==> src/rtl/exception_unit.sv <==
// Exception entry sequencer for the multicycle CPU: captures EPC and cause, fetches the
// handler vector byte through the memory address override, then strobes the PC load.
module exception_unit #(
    parameter logic [31:0] VEC_OPCODE   = 32'd253,
    parameter logic [31:0] VEC_OVERFLOW = 32'd254,
    parameter logic [31:0] VEC_DIVZERO  = 32'd255
) (
    input  logic        clk,
    input  logic        reset,
    input  logic        exc_opcode,
    input  logic        exc_overflow,
    input  logic        exc_divzero,
    input  logic [31:0] pc_in,
    output logic [31:0] epc_out,
    output logic [31:0] exc_addr,
    output logic        exc_mem_sel,
    output logic        exc_pcsrc_force,
    output logic        exc_pc_write,
    output logic [1:0]  exc_cause,
    output logic        busy
);

    typedef enum logic [2:0] {
        S_IDLE,
        S_REQ,
        S_WAIT,
        S_LOAD,
        S_DONE
    } state_t;

    state_t      r_state;
    logic [31:0] r_epc;
    logic [31:0] r_addr;
    logic [1:0]  r_cause;
    logic        r_mem_sel;
    logic        r_pcsrc_force;
    logic        r_pc_write;
    logic        r_busy;

    logic        w_any_exc;
    logic [1:0]  w_cause;
    logic [31:0] w_vec;

    assign w_any_exc = exc_opcode | exc_overflow | exc_divzero;

    // Fixed priority when several causes arrive together: opcode > overflow > divzero.
    always_comb begin
        // NOTE: defaults first so every path assigns both signals and no latch is inferred.
        w_cause = 2'd0;
        w_vec   = '0;
        if (exc_opcode) begin
            w_cause = 2'd1;
            w_vec   = VEC_OPCODE;
        end else if (exc_overflow) begin
            w_cause = 2'd2;
            w_vec   = VEC_OVERFLOW;
        end else if (exc_divzero) begin
            w_cause = 2'd3;
            w_vec   = VEC_DIVZERO;
        end
    end

    // Strobes are registered alongside the state so no exception input reaches an output
    // combinationally; each transition sets the strobes for the state being entered.
    always_ff @(posedge clk) begin
        // NOTE: non-blocking assignments so every register samples pre-edge values.
        if (reset) begin
            r_state       <= S_IDLE;
            r_epc         <= '0;
            r_addr        <= '0;
            r_cause       <= 2'd0;
            r_mem_sel     <= 1'b0;
            r_pcsrc_force <= 1'b0;
            r_pc_write    <= 1'b0;
            r_busy        <= 1'b0;
        end else begin
            case (r_state)
                S_IDLE: begin
                    if (w_any_exc) begin
                        r_state   <= S_REQ;
                        r_epc     <= pc_in - 32'd4;
                        r_cause   <= w_cause;
                        r_addr    <= w_vec;
                        r_mem_sel <= 1'b1;
                        r_busy    <= 1'b1;
                    end
                end
                S_REQ: begin
                    r_state <= S_WAIT;
                end
                S_WAIT: begin
                    r_state       <= S_LOAD;
                    r_mem_sel     <= 1'b0;
                    r_pcsrc_force <= 1'b1;
                    r_pc_write    <= 1'b1;
                end
                S_LOAD: begin
                    r_state       <= S_DONE;
                    r_pcsrc_force <= 1'b0;
                    r_pc_write    <= 1'b0;
                end
                S_DONE: begin
                    r_state <= S_IDLE;
                    r_busy  <= 1'b0;
                end
                default: begin
                    r_state       <= S_IDLE;
                    r_mem_sel     <= 1'b0;
                    r_pcsrc_force <= 1'b0;
                    r_pc_write    <= 1'b0;
                    r_busy        <= 1'b0;
                end
            endcase
        end
    end

    assign epc_out         = r_epc;
    assign exc_addr        = r_addr;
    assign exc_cause       = r_cause;
    assign exc_mem_sel     = r_mem_sel;
    assign exc_pcsrc_force = r_pcsrc_force;
    assign exc_pc_write    = r_pc_write;
    assign busy            = r_busy;

endmodule
==> config.mk <==
export PLATFORM = sky130hd
export DESIGN_NAME = exception_unit
export DESIGN_NICKNAME = d
export VERILOG_FILES = /design/src/rtl/exception_unit.sv
export SDC_FILE = /design/constraint.sdc
export NUM_CORES = 1
export LEC_CHECK = 0
export ABC_AREA = 1
export CAP_MARGIN = 20
export CORE_ASPECT_RATIO = 1.25
export CORE_MARGIN = 2
export CORE_UTILIZATION = 47
export CTS_CLUSTER_DIAMETER = 30
export DETAILED_ROUTE_END_ITERATION = 8
export PLACE_DENSITY = 0.93
export SYNTH_ARGS = -nofsm -noshare
export SYNTH_HDL_FRONTEND = slang
export SYNTH_SLANG_ARGS = --single-unit
==> constraint.sdc <==
create_clock -name clk -period 2.91 [get_ports clk]
set_input_delay 0.582 -clock clk [delete_from_list [all_inputs] [get_ports clk]]
set_output_delay 0.582 -clock clk [all_outputs]
set_load 0.005 [all_outputs]
==> report_table.html <==
<table>
<tr><th>Metric</th><th>Value</th></tr>
<tr><th colspan="2">Synthesis</th></tr>
<tr><td>Synth warnings</td><td>0</td></tr>
<tr><td>Post-Syn Instances</td><td>409</td></tr>
<tr><td>Avg Cell Area, Syn</td><td>6.52 µm²</td></tr>
<tr><td>Post-synth top area share</td><td>0.308</td></tr>
<tr><td>Number of unique standard cell types used by synthesis</td><td>33</td></tr>
<tr><td>Area of the mapped netlist</td><td>2670 µm²</td></tr>
<tr><td>Register bit total from synthesis</td><td>41</td></tr>
<tr><td>Proportion of synthesized chip area in sequential cells</td><td>0.308</td></tr>
<tr><td>Top area cells in the synthesized netlist</td><td>sky130_fd_sc_hd__dfxtp_1 31%, sky130_fd_sc_hd__nand2_1 12%, sky130_fd_sc_hd__nor2_1 9.9%</td></tr>
<tr><td>Cell accounting for the most synthesized area</td><td>sky130_fd_sc_hd__dfxtp_1</td></tr>
<tr><th colspan="2">Clock tree</th></tr>
<tr><td>Depth of the CTS H-tree</td><td>2</td></tr>
<tr><td>Clock network latency to the later pin of the worst-skew pair</td><td>0.30 ns</td></tr>
<tr><td>Number of sinks handled by clock tree synthesis</td><td>41</td></tr>
<tr><td>Clock edge transition at the registers on the reported setup and hold paths</td><td>0.09 ns</td></tr>
<tr><td>Post-CTS Resized</td><td>0</td></tr>
<tr><td>Count of hold-fix buffers inserted at cts</td><td>0</td></tr>
<tr><td>TritonCTS clock tree</td><td>done</td></tr>
<tr><td>CTS root buf</td><td>sky130_fd_sc_hd__clkbuf_8</td></tr>
<tr><td>Clock Tree Buf Depth</td><td>2</td></tr>
<tr><td>Number of post-CTS setup repair buffers</td><td>0</td></tr>
<tr><td>Number of buffers created by CTS</td><td>5</td></tr>
<tr><th colspan="2">Timing</th></tr>
<tr><td>Share of the clock period used by the worst path after layout</td><td>0.652</td></tr>
<tr><td>Achievable frequency</td><td>0.527 GHz</td></tr>
<tr><td>Number of hold violations in the final report</td><td>0</td></tr>
<tr><td>Total Neg Setup Slack</td><td>0 ns</td></tr>
<tr><td>Final Skew</td><td>0.00771 ns</td></tr>
<tr><td>RSZ-0062 raised after global routing</td><td>no</td></tr>
<tr><td>Tightest Pin Transition</td><td>0.550 ns</td></tr>
<tr><td>Worst slew margin relative to its limit</td><td>0.633</td></tr>
<tr><td>Final worst slack</td><td>1.01 ns</td></tr>
<tr><td>Min Clock Period, post-route</td><td>1.90 ns</td></tr>
<tr><td>Final setup violation count</td><td>0</td></tr>
<tr><td>Final number of max-transition violations</td><td>0</td></tr>
<tr><th colspan="2">Pwr</th></tr>
<tr><td>Cell leakage power</td><td>0.00162 µW</td></tr>
<tr><td>Overall power of the completed layout</td><td>1630 µW</td></tr>
<tr><td>Combinational share of power</td><td>0.299</td></tr>
<tr><td>Share of total power consumed by net switching</td><td>0.295</td></tr>
<tr><td>Share of total power in the clock network</td><td>0.281</td></tr>
<tr><td>NetSw</td><td>479 µW</td></tr>
<tr><td>Pwr per Cell Area</td><td>472 nW/µm²</td></tr>
<tr><td>Total internal power</td><td>1150 µW</td></tr>
<tr><td>Worst voltage drop across the vdd grid</td><td>0.251 mV</td></tr>
<tr><td>Sequential share of power</td><td>0.420</td></tr>
<tr><th colspan="2">Layout</th></tr>
<tr><td>Final Util</td><td>0.632</td></tr>
<tr><td>Final antenna diode count</td><td>0</td></tr>
<tr><td>Area growth from synthesis to layout</td><td>29.2%</td></tr>
<tr><td>Commonest non-fill, non-tap cell in the layout</td><td>sky130_fd_sc_hd__nand2_1</td></tr>
<tr><td>Final cell count without fillers</td><td>543</td></tr>
<tr><td>Number of fillers in the final layout</td><td>505</td></tr>
<tr><td>Fraction of layout instances using a drive strength above 1</td><td>0.0710</td></tr>
<tr><td>Commonest cells after routing, fill and taps aside</td><td>86 x sky130_fd_sc_hd__nand2_1, 82 x sky130_fd_sc_hd__clkdlybuf4s50_1, 70 x sky130_fd_sc_hd__nor2_1</td></tr>
<tr><td>Nets@finish</td><td>517</td></tr>
<tr><th colspan="2">Worst setup path</th></tr>
<tr><td>CP Capture Type</td><td>flop</td></tr>
<tr><td>Worst r2r dst</td><td>epc_out[7]$_SDFFE_PP0P_</td></tr>
<tr><td>CP max-delay cell</td><td>sky130_fd_sc_hd__clkdlybuf4s50_1</td></tr>
<tr><td>Required time worst endpoint</td><td>3.16 ns</td></tr>
<tr><td>Startpoint type of the worst setup path</td><td>input pin</td></tr>
<tr><td>Worst reg2reg path startpoint</td><td>r_state[0]$_SDFFE_PP0P_</td></tr>
<tr><td>Cells traversed along the worst timing path</td><td>clkdlybuf4s50_1 -&gt; nor2_1 -&gt; nand2_1 -&gt; nand2_4 -&gt; inv_4 -&gt; nand2_4 -&gt; nand2_1 -&gt; o21ai_0 -&gt; inv_1</td></tr>
<tr><td>Count of cells along the worst register-to-register path</td><td>9</td></tr>
<tr><td>Arrival time of data at the critical path endpoint</td><td>2.15 ns</td></tr>
<tr><td>Worst setup slack for register-to-register paths</td><td>1.31 ns</td></tr>
<tr><td>Peak fanout along the critical path</td><td>48</td></tr>
<tr><td>Critical path class</td><td>input pin to flop</td></tr>
<tr><td>Slowest cell delay on critical path</td><td>0.49 ns</td></tr>
<tr><th colspan="2">Floorplan</th></tr>
<tr><td>Die Area</td><td>6290 µm²</td></tr>
<tr><td>Overall die width</td><td>71.4 µm</td></tr>
<tr><td>Core box area</td><td>5440 µm²</td></tr>
<tr><td>Boundary Pins</td><td>107</td></tr>
<tr><td>Vert. Die Dim</td><td>88.2 µm</td></tr>
<tr><td>Row cnt</td><td>30</td></tr>
<tr><td>Starting density of the core</td><td>0.490</td></tr>
<tr><th colspan="2">Global route</th></tr>
<tr><td>Via count of the first global-routing pass</td><td>2,395</td></tr>
<tr><td>Global route overflow</td><td>0</td></tr>
<tr><td>Global-route wire length before repair</td><td>10,900 µm</td></tr>
<tr><td>Global-route usage over all layers</td><td>0.223</td></tr>
<tr><td>Initial antenna violation count</td><td>0</td></tr>
<tr><td>Maximum number of pins on one net before global-route repair</td><td>49</td></tr>
<tr><th colspan="2">Detailed routing</th></tr>
<tr><td>Vias per Instance</td><td>4.85</td></tr>
<tr><td>Number of iterations in the first detailed-routing pass</td><td>4</td></tr>
<tr><td>Residual antenna-violating net count after detailed routing</td><td>0</td></tr>
<tr><td>Detailed router's first-iteration violation count</td><td>137</td></tr>
<tr><td>Remaining DRCs</td><td>0</td></tr>
<tr><td>Total via count after detailed routing</td><td>2,634</td></tr>
<tr><td>Total detailed-routing wirelength</td><td>6800 µm</td></tr>
<tr><td>Final routed wire length divided by cell count</td><td>12.5 µm</td></tr>
<tr><th colspan="2">Place</th></tr>
<tr><td>Gp weighted congestion</td><td>0.879</td></tr>
<tr><td>Pre-CTS WS</td><td>0.686 ns</td></tr>
<tr><td>Number of buffer cells added on primary ports</td><td>82</td></tr>
<tr><td>Half-perimeter wire length after placement</td><td>5290 µm</td></tr>
<tr><td>Cell count after placement</td><td>536</td></tr>
<tr><th colspan="2">Hold path</th></tr>
<tr><td>Start point of the worst hold path</td><td>exc_cause[0]$_SDFFE_PP0P_</td></tr>
<tr><td>Worst min-delay path endpoint</td><td>exc_cause[0]$_SDFFE_PP0P_</td></tr>
<tr><td>Worst hold path class</td><td>flop to flop</td></tr>
<tr><td>Hold Path Depth</td><td>2</td></tr>
<tr><th colspan="2">Flow run</th></tr>
<tr><td>Max-cap violations</td><td>0</td></tr>
<tr><th colspan="2">Status</th></tr>
<tr><td>Status</td><td>finished, final reports clean</td></tr>
</table>
critical path: cells and delay by family:
kind | cells | cell delay, ns
buffers and inverters | 3 | 0.90
AND/OR/NAND/NOR | 5 | 0.56
AO/OA/AOI/OAI | 1 | 0.08
state kept, by name, summed over array words and instances, names as in the netlist:
register      cells
busy              1
exc_cause         1
exc_addr          2
epc_out          32
exc_pc_write      1
r_state           3
exc_mem_sel       1
area by class of cell:
cell class              count  area, µm²  area share
repair buffers             82        821       0.238
flip-flops and latches     41        821       0.238
inverters                  50        190      0.0553
clock buffers               5       68.8      0.0200
clock inverters             2       35.0      0.0102
well taps                  64       80.1      0.0233
multi-input cells         299       1430       0.414
power groups by stage:
stage	clock, µW	sequential [µW]	combinational [µW]
6_report	457	683	486
5_1_grt	490	693	542
4_1_cts	463	684	490
3_5_place_dp	0	696	487
3_3_place_gp	0	695	478
2_1_floorplan	0	698	265
metal layers:
layer / global-route usage / share of wire / vias to the layer above
met5: 0 / 0 / -
li1: - / - / 1364
met1: 0.264 / 0.43 / 1168
met2: 0.400 / 0.50 / 95
met4: 0.0789 / 0.011 / 0
met3: 0.0414 / 0.066 / 7
kinds of logic (layout without fill, tap and decap cells):
kind of cell | after synthesis | count (layout) | share of synthesized area
fa+ha+maj | 1 | 1 | 0.00469
compound gates | 62 | 62 | 0.124
simple gates | 204 | 204 | 0.346
other cells | 1 | 24 | 0.00141
flops | 41 | 41 | 0.308
xor+xnor | 8 | 8 | 0.0263
buf+inv | 92 | 139 | 0.189
Yosys cell counts:
| cell type | instances |
|---|---|
| sky130_fd_sc_hd__buf_2 | 5 |
| sky130_fd_sc_hd__or2_2 | 2 |
| sky130_fd_sc_hd__nor2_8 | 2 |
| sky130_fd_sc_hd__nand4_1 | 3 |
| sky130_fd_sc_hd__conb_1 | 1 |
| sky130_fd_sc_hd__ha_1 | 1 |
| sky130_fd_sc_hd__nand3_1 | 17 |
| sky130_fd_sc_hd__a221oi_1 | 1 |
| sky130_fd_sc_hd__inv_1 | 47 |
| sky130_fd_sc_hd__a21oi_1 | 17 |
| sky130_fd_sc_hd__clkbuf_1 | 1 |
| sky130_fd_sc_hd__o21ai_1 | 7 |
| sky130_fd_sc_hd__o21bai_1 | 2 |
| sky130_fd_sc_hd__dfxtp_1 | 41 |
| sky130_fd_sc_hd__buf_6 | 4 |
| sky130_fd_sc_hd__nand2_2 | 9 |
| sky130_fd_sc_hd__a31oi_1 | 3 |
| sky130_fd_sc_hd__o211ai_1 | 1 |
| sky130_fd_sc_hd__xor2_1 | 7 |
| sky130_fd_sc_hd__inv_2 | 2 |
| sky130_fd_sc_hd__nor2_2 | 5 |
| sky130_fd_sc_hd__inv_4 | 1 |
| sky130_fd_sc_hd__o2111a_1 | 1 |
| sky130_fd_sc_hd__nor2_4 | 3 |
| sky130_fd_sc_hd__xnor2_1 | 1 |
| sky130_fd_sc_hd__nand2_1 | 86 |
| sky130_fd_sc_hd__nor3b_1 | 1 |
| sky130_fd_sc_hd__nand3b_1 | 1 |
| sky130_fd_sc_hd__nor3_1 | 2 |
| sky130_fd_sc_hd__o21ai_0 | 30 |
| sky130_fd_sc_hd__buf_4 | 32 |
| sky130_fd_sc_hd__nor2_1 | 70 |
| sky130_fd_sc_hd__nand2_4 | 3 |
metrics by stage:
stage                     hold slack, ns  cell area [µm²]
final                              0.487             3440
after floorplan                    0.464             2750
after CTS                          0.490             3440
after global routing               0.507             3440
after global placement             0.463             3340
after detailed placement           0.478             3340
worst max path at each step:
stage | cells past startpoint | slack [ns] | start | endpoint
floorplan | 8 | 1.29 | pc_in[2] | epc_out[16]$_SDFFE_PP0P_
global placement | 10 | 0.71 | pc_in[2] | epc_out[28]$_SDFFE_PP0P_
detailed placement | 10 | 0.69 | pc_in[2] | epc_out[28]$_SDFFE_PP0P_
CTS | 10 | 1.01 | pc_in[2] | epc_out[28]$_SDFFE_PP0P_
global route | 9 | 0.85 | exc_overflow | epc_out[7]$_SDFFE_PP0P_
finish | 9 | 1.01 | exc_overflow | epc_out[7]$_SDFFE_PP0P_
(Power assumes the default switching activity.)
